`config.mk`:
```
export PLATFORM = sky130hd
export DESIGN_NAME = iob_wstrb_splitter
export DESIGN_NICKNAME = d
export VERILOG_FILES = /design/src/rtl/iob_wstrb_splitter.sv
export SDC_FILE = /design/constraint.sdc
export NUM_CORES = 1
export LEC_CHECK = 0
export BUFFER_PORTS_ARGS = -buffer_cell sky130_fd_sc_hd__clkbuf_2
export CAP_MARGIN = 0
export CELL_PAD_IN_SITES_DETAIL_PLACEMENT = 1
export CELL_PAD_IN_SITES_GLOBAL_PLACEMENT = 2
export CORE_MARGIN = 5
export CORE_UTILIZATION = 28
export CTS_BUF_LIST = sky130_fd_sc_hd__clkbuf_4 sky130_fd_sc_hd__clkbuf_8
export DETAILED_ROUTE_END_ITERATION = 12
export PLACE_DENSITY_LB_ADDON = 0.1
export SLEW_MARGIN = 20
export SYNTH_ARGS = -nofsm -noshare
export SYNTH_HDL_FRONTEND = slang
export SYNTH_SLANG_ARGS = --single-unit
```
`constraint.sdc`:
```
create_clock -name clk_i -period 3.5 [get_ports clk_i]
set_input_delay 0.7 -clock clk_i [delete_from_list [all_inputs] [get_ports clk_i]]
set_output_delay 0.7 -clock clk_i [all_outputs]
set_load 0.05 [all_outputs]
```
`src/rtl/iob_wstrb_splitter.sv`:
```
// ---------------------------------------------------------------------------
// iob_wstrb_splitter
//
// Takes one native write (word address, data, byte strobes) and replays it as
// a sequence of byte-addressed beats, one per contiguous run of set strobe
// bits, lowest lane first. Each beat carries the byte address of its first
// lane, the data realigned so that byte sits on lane 0 (unused upper lanes
// zero) and the number of bytes in the beat. A request with no strobes set
// still produces a single zero-byte beat so that every request terminates
// with m_last_o.
//
// Ports:
//   clk_i        clock
//   arst_n_i     asynchronous reset, active-low
//   cke_i        clock enable; when low every register holds
//   s_valid_i    request valid
//   s_addr_i     request byte address (low $clog2(N) bits ignored)
//   s_wdata_i    request write data
//   s_wstrb_i    request byte strobes
//   s_ready_o    request accepted when high together with s_valid_i
//   m_valid_o    beat valid
//   m_addr_o     beat byte address
//   m_wdata_o    beat data, first byte on lane 0, upper lanes zero
//   m_nbytes_o   bytes in the beat, 0..N
//   m_last_o     final beat of the request
//   m_ready_i    downstream accepts the beat
//
// Build option:
//   IOB_WSTRB_SPLITTER_POW2_EN  when defined, every beat is naturally aligned
//   and power-of-two sized; longer or misaligned runs are broken into several
//   beats. When undefined a beat covers a whole run of any length.
// ---------------------------------------------------------------------------
module iob_wstrb_splitter #(
    parameter int DATA_W = 32,
    parameter int ADDR_W = 32
) (
    input  logic                            clk_i,
    input  logic                            arst_n_i,
    input  logic                            cke_i,
    input  logic                            s_valid_i,
    input  logic [ADDR_W-1:0]               s_addr_i,
    input  logic [DATA_W-1:0]               s_wdata_i,
    input  logic [DATA_W/8-1:0]             s_wstrb_i,
    output logic                            s_ready_o,
    output logic                            m_valid_o,
    output logic [ADDR_W-1:0]               m_addr_o,
    output logic [DATA_W-1:0]               m_wdata_o,
    output logic [$clog2(DATA_W/8):0]       m_nbytes_o,
    output logic                            m_last_o,
    input  logic                            m_ready_i
);

    localparam int N     = DATA_W / 8;
    localparam int OFF_W = $clog2(N);
    localparam int CNT_W = OFF_W + 1;

    typedef enum logic {
        IDLE = 1'b0,
        SEND = 1'b1
    } state_t;

    state_t            state_q, state_d;
    logic [ADDR_W-1:0] addr_q,  addr_d;
    logic [DATA_W-1:0] data_q,  data_d;
    logic [N-1:0]      strb_q,  strb_d;

    logic [OFF_W-1:0]  off;
    logic [N-1:0]      strb_shift;
    logic              run_open;
    logic [CNT_W-1:0]  run;
    logic [CNT_W-1:0]  size;
    logic [N-1:0]      beat_mask;
    logic [N-1:0]      strb_rest;
    logic [DATA_W-1:0] data_shift;
    logic [DATA_W-1:0] beat_data;
    logic              beat_last;
    logic              in_send;

    // The low address bits are replaced by the beat offset, so they are never read.
    logic              unused_addr_lsb;
    assign unused_addr_lsb = ^s_addr_i[OFF_W-1:0];

    // ------------------------------------------------------------------
    // Beat extraction from the residual strobes
    // ------------------------------------------------------------------

    // Lowest set residual bit wins; scanning downward lets the lowest overwrite.
    always_comb begin
        off = '0;
        for (int unsigned i = N; i > 0; i--) begin
            if (strb_q[i-1]) begin
                off = OFF_W'(i - 1);
            end
        end
    end

    // Length of the run of ones starting at off.
    always_comb begin
        strb_shift = strb_q >> off;
        run        = '0;
        run_open   = 1'b1;
        for (int unsigned i = 0; i < N; i++) begin
            if (run_open && strb_shift[i]) begin
                run = run + CNT_W'(1);
            end else begin
                run_open = 1'b0;
            end
        end
    end

`ifdef IOB_WSTRB_SPLITTER_POW2_EN
    // Largest 2^k that fits in the run and divides off; both conditions only
    // get harder as k grows, so the last hit in the ascending scan is the answer.
    always_comb begin
        size = '0;
        for (int unsigned k = 0; k <= OFF_W; k++) begin
            if (((CNT_W'(1) << k) <= run) &&
                ((off & OFF_W'((1 << k) - 1)) == '0)) begin
                size = CNT_W'(1) << k;
            end
        end
    end
`else
    always_comb begin
        size = run;
    end
`endif

    // Lanes consumed by this beat: [off, off+size). off+size never exceeds N.
    always_comb begin
        beat_mask = '0;
        for (int unsigned i = 0; i < N; i++) begin
            beat_mask[i] = (CNT_W'(i) >= CNT_W'(off)) &&
                           (CNT_W'(i) <  (CNT_W'(off) + size));
        end
    end

    always_comb begin
        strb_rest = strb_q & ~beat_mask;
        beat_last = (strb_rest == '0);
    end

    // Realign to lane 0 and blank lanes beyond the beat size.
    always_comb begin
        data_shift = data_q >> {off, 3'b000};
        beat_data  = '0;
        for (int unsigned i = 0; i < N; i++) begin
            if (CNT_W'(i) < size) begin
                beat_data[8*i +: 8] = data_shift[8*i +: 8];
            end
        end
    end

    // ------------------------------------------------------------------
    // Outputs: forced to zero outside SEND so IDLE looks like reset
    // ------------------------------------------------------------------
    assign in_send    = (state_q == SEND);
    assign s_ready_o  = (state_q == IDLE);
    assign m_valid_o  = in_send;
    assign m_addr_o   = in_send ? (addr_q | ADDR_W'(off)) : '0;
    assign m_wdata_o  = in_send ? beat_data : '0;
    assign m_nbytes_o = in_send ? size : '0;
    assign m_last_o   = in_send & beat_last;

    // ------------------------------------------------------------------
    // Next state
    // ------------------------------------------------------------------
    always_comb begin
        state_d = state_q;
        addr_d  = addr_q;
        data_d  = data_q;
        strb_d  = strb_q;
        if (cke_i) begin
            unique case (state_q)
                IDLE: begin
                    if (s_valid_i) begin
                        addr_d  = {s_addr_i[ADDR_W-1:OFF_W], {OFF_W{1'b0}}};
                        data_d  = s_wdata_i;
                        strb_d  = s_wstrb_i;
                        state_d = SEND;
                    end
                end
                SEND: begin
                    if (m_ready_i) begin
                        strb_d = strb_rest;
                        if (beat_last) begin
                            state_d = IDLE;
                        end
                    end
                end
                default: state_d = IDLE;
            endcase
        end
    end

    always_ff @(posedge clk_i or negedge arst_n_i) begin
        if (!arst_n_i) begin
            state_q <= IDLE;
            addr_q  <= '0;
            data_q  <= '0;
            strb_q  <= '0;
        end else begin
            state_q <= state_d;
            addr_q  <= addr_d;
            data_q  <= data_d;
            strb_q  <= strb_d;
        end
    end

endmodule

```
==> results.ini <==
[run_status]
status = finished, violations left
violations = negative setup slack

[clocking]
clk_pin_slew_worst_paths_ns = 0.07
clockRootBuffer = clkbuf_8
cts_sinks = 67
cts.path.max_buffers = 2
hold_buffers = 0
ctsHtreeMaxLevel = 3
cts_tree = done
cts_inserted_buffers = 9
clock_latency_ns = 0.36

[synthesis]
yosysTopAreaCell = dfrtp_1
synth_cell_types = 42
netlist_area_um2 = 3790
synth_seq_cells = 67
yosysMostFrequentCell = dfrtp_1
synth-edff-count = 0
synth_warnings = 0
ys.flop_type = dfrtp_1
synth_nets = 416
synth_top_area_share_pct = 44.2
synth.avg_cell_area_um2 = 11.1
synthCells = 340
async_flop_share_pct = 100
ys_seq_area_share_pct = 44.2
synth.area.top_cells = dfrtp_1, mux2_2, and2_1, mux4_2, mux2i_1
yosys-top-cells-count = dfrtp_1, mux2_2, and2_1

[timing]
tns_ns = -0.322
timing.final.ws_setup_ns = -0.316
setup_viol = 2
worst_slew_pin_slew_ns = 0.904
fin_crit_sh_pct = 109
slew_violations = 0
relSlewSlack_pct = 39.3
min_period_ns = 3.82
hold_violations = 0
max_freq_ghz = 0.262
rsz0062_at_grt = true
skew_ns = 0.0164

[critical_path]
critical_path_class = reg2out
slowest_delay_ns = 0.44
path_buf_inv = 1
r2r_cells = 12
slowest_stage = dfrtp_2
crit_top_cell = nand2b_4
cp_top_family = simple AND/OR/NAND/NOR gates
worstPathCellList = nand2b_4, and3_4, a21oi_2, ha_1, nand3b_1, a21boi_2, nand2b_4, fa_1, nand2b_4, a21oi_2, nand2_2, a21oi_4, buf_12
r2r_end = m_valid_o$_DFFE_PN0P_
reg2reg_from = strb_q[3]$_DFFE_PN0P_
rrSetupSlack_ns = 0.71
cp.arrival_ns = 3.12
cp_max_fo = 4
cp.required_ns = 2.80
startpoint_type = flip-flop
cp-end-kind = output pin

[placement]
place.gp.congestion = 0.737
hpwl_mm = 8.74
placedCellCount = 652
port_buffers = 140

[drt]
drt_iter0_drc = 123
num_vias = 3181
wl_mm = 12.2
antenna_left = 0
first_pass_iters = 4
wl_per_cell_um = 18.0
drc = 0
routed_via_density = 4.69

[global_routing]
grt_pass1_vias = 3542
grtUsageMet2_pct = 26.5
antenna_found_initial = 1
busiest_layer = met2
grtUsageMet1_pct = 19.1
met3_usage_pct = 4.75
grt_pass1_wl_mm = 19.6
grt_max_degree = 68
grt_overflow = 0
grtUsageTotal_pct = 15.8

[final_layout]
diodes = 0
drive_above_1_share_pct = 54.6
nets = 574
final_cells = 678
area_growth_pct = 37.4
final_util_pct = 39.3

[run]
cap_violations = 0

[floorplan]
row_count = 42
start_util_pct = 28.6
fp.dieArea_um2 = 16000
die_h_um = 126
dieWidth_um = 126
core_um2 = 13200
ios = 143

[worst_hold_path]
min_path_type = in2async

==> logic make-up after synthesis <==
group,share of synthesized area [%]
DFF,44.2
xor gates and xnor gates,0.693
buffers and inverters,3.14
muxes,25.3
and+or+nand+nor,16.1
AOI/OAI and AO/OA,9.41
adders and majority gates,1.19
==> final cells by class <==
cell class / count / area [um2]
Fill cell: 1513 / 8040
Tap cell: 176 / 220
Sequential cell: 67 / 1680
Timing Repair Buffer: 168 / 1050
Clock buffer: 13 / 160
Clock inverter: 2 / 12.5
Multi-Input combinational cell: 248 / 2060
Inverter: 4 / 15.0
==> worst register-to-register path, delay by kind of cell, from the launching register on <==
kind / cells / cell delay, ns
AOI/OAI and AO/OA: 4 / 0.65
adders and majority gates: 2 / 0.66
DFF: 1 / 0.44
and+or+nand+nor: 6 / 0.91
==> worst max path at each step <==
stage / start / endpoint / slack (ns) / depth (start not counted)
floorplan: strb_q[0]$_DFFE_PN0P_ / m_last_o / -0.02 / 13
global placement: strb_q[3]$_DFFE_PN0P_ / m_last_o / 0.05 / 13
detailed placement: strb_q[2]$_DFFE_PN0P_ / m_last_o / 0.008 / 13
CTS: strb_q[0]$_DFFE_PN0P_ / m_last_o / -0.35 / 13
global route: strb_q[0]$_DFFE_PN0P_ / m_last_o / -0.46 / 13
finish: strb_q[3]$_DFFE_PN0P_ / m_last_o / -0.32 / 13
==> cell usage in the layout, fill, tap and decap left out, types with 3 or more instances in the layout <==
| cell | count |
|---|---|
| buf_12 | 9 |
| clkbuf_2 | 131 |
| mux2_2 | 63 |
| nand2b_4 | 4 |
| clkbuf_8 | 10 |
| a21boi_1 | 8 |
| mux2i_1 | 9 |
| nor2_1 | 14 |
| clkbuf_4 | 3 |
| nand2b_1 | 3 |
| nand3_1 | 15 |
| buf_4 | 26 |
| nand2_1 | 14 |
| dfrtp_2 | 3 |
| a21oi_1 | 7 |
| o21ai_1 | 3 |
| and2_1 | 48 |
| o21ai_0 | 12 |
| mux4_2 | 7 |
| dfrtp_1 | 64 |
| a21o_1 | 8 |
==> what timing repair did <==
| item | in CTS | in global routing |
|---|---|---|
| pin swaps | 1 | 5 |
| buffers inserted | 3 | 8 |
| resized for setup | 4 | 2 |
| setup endpoints to repair | 9 | 10 |
==> per-stage QoR <==
step                      area, um2  hold WS [ns]  setup slack, ns
after floorplan                3850         0.404          -0.0170
after global placement         4930         0.480           0.0543
after detailed placement       4930         0.488          0.00761
after CTS                      5140         0.503           -0.355
after global routing           5210         0.517           -0.463
final                          5210         0.464           -0.316
==> registers in the layout, summed over array words and instances, names as in the netlist <==
name	flops
m_valid_o	1
strb_q	4
addr_q	30
data_q	32
==> per-layer routing <==
metal	vias to the layer above	share of wire (%)
li1	1511	-
met1	1577	42
met2	77	50
met3	14	5.8
met4	2	1.8
met5	-	0.11
Power is left out: the tool's default activity adds up to more than one toggle a clock period on the data nets, which glitch-free logic cannot reach.
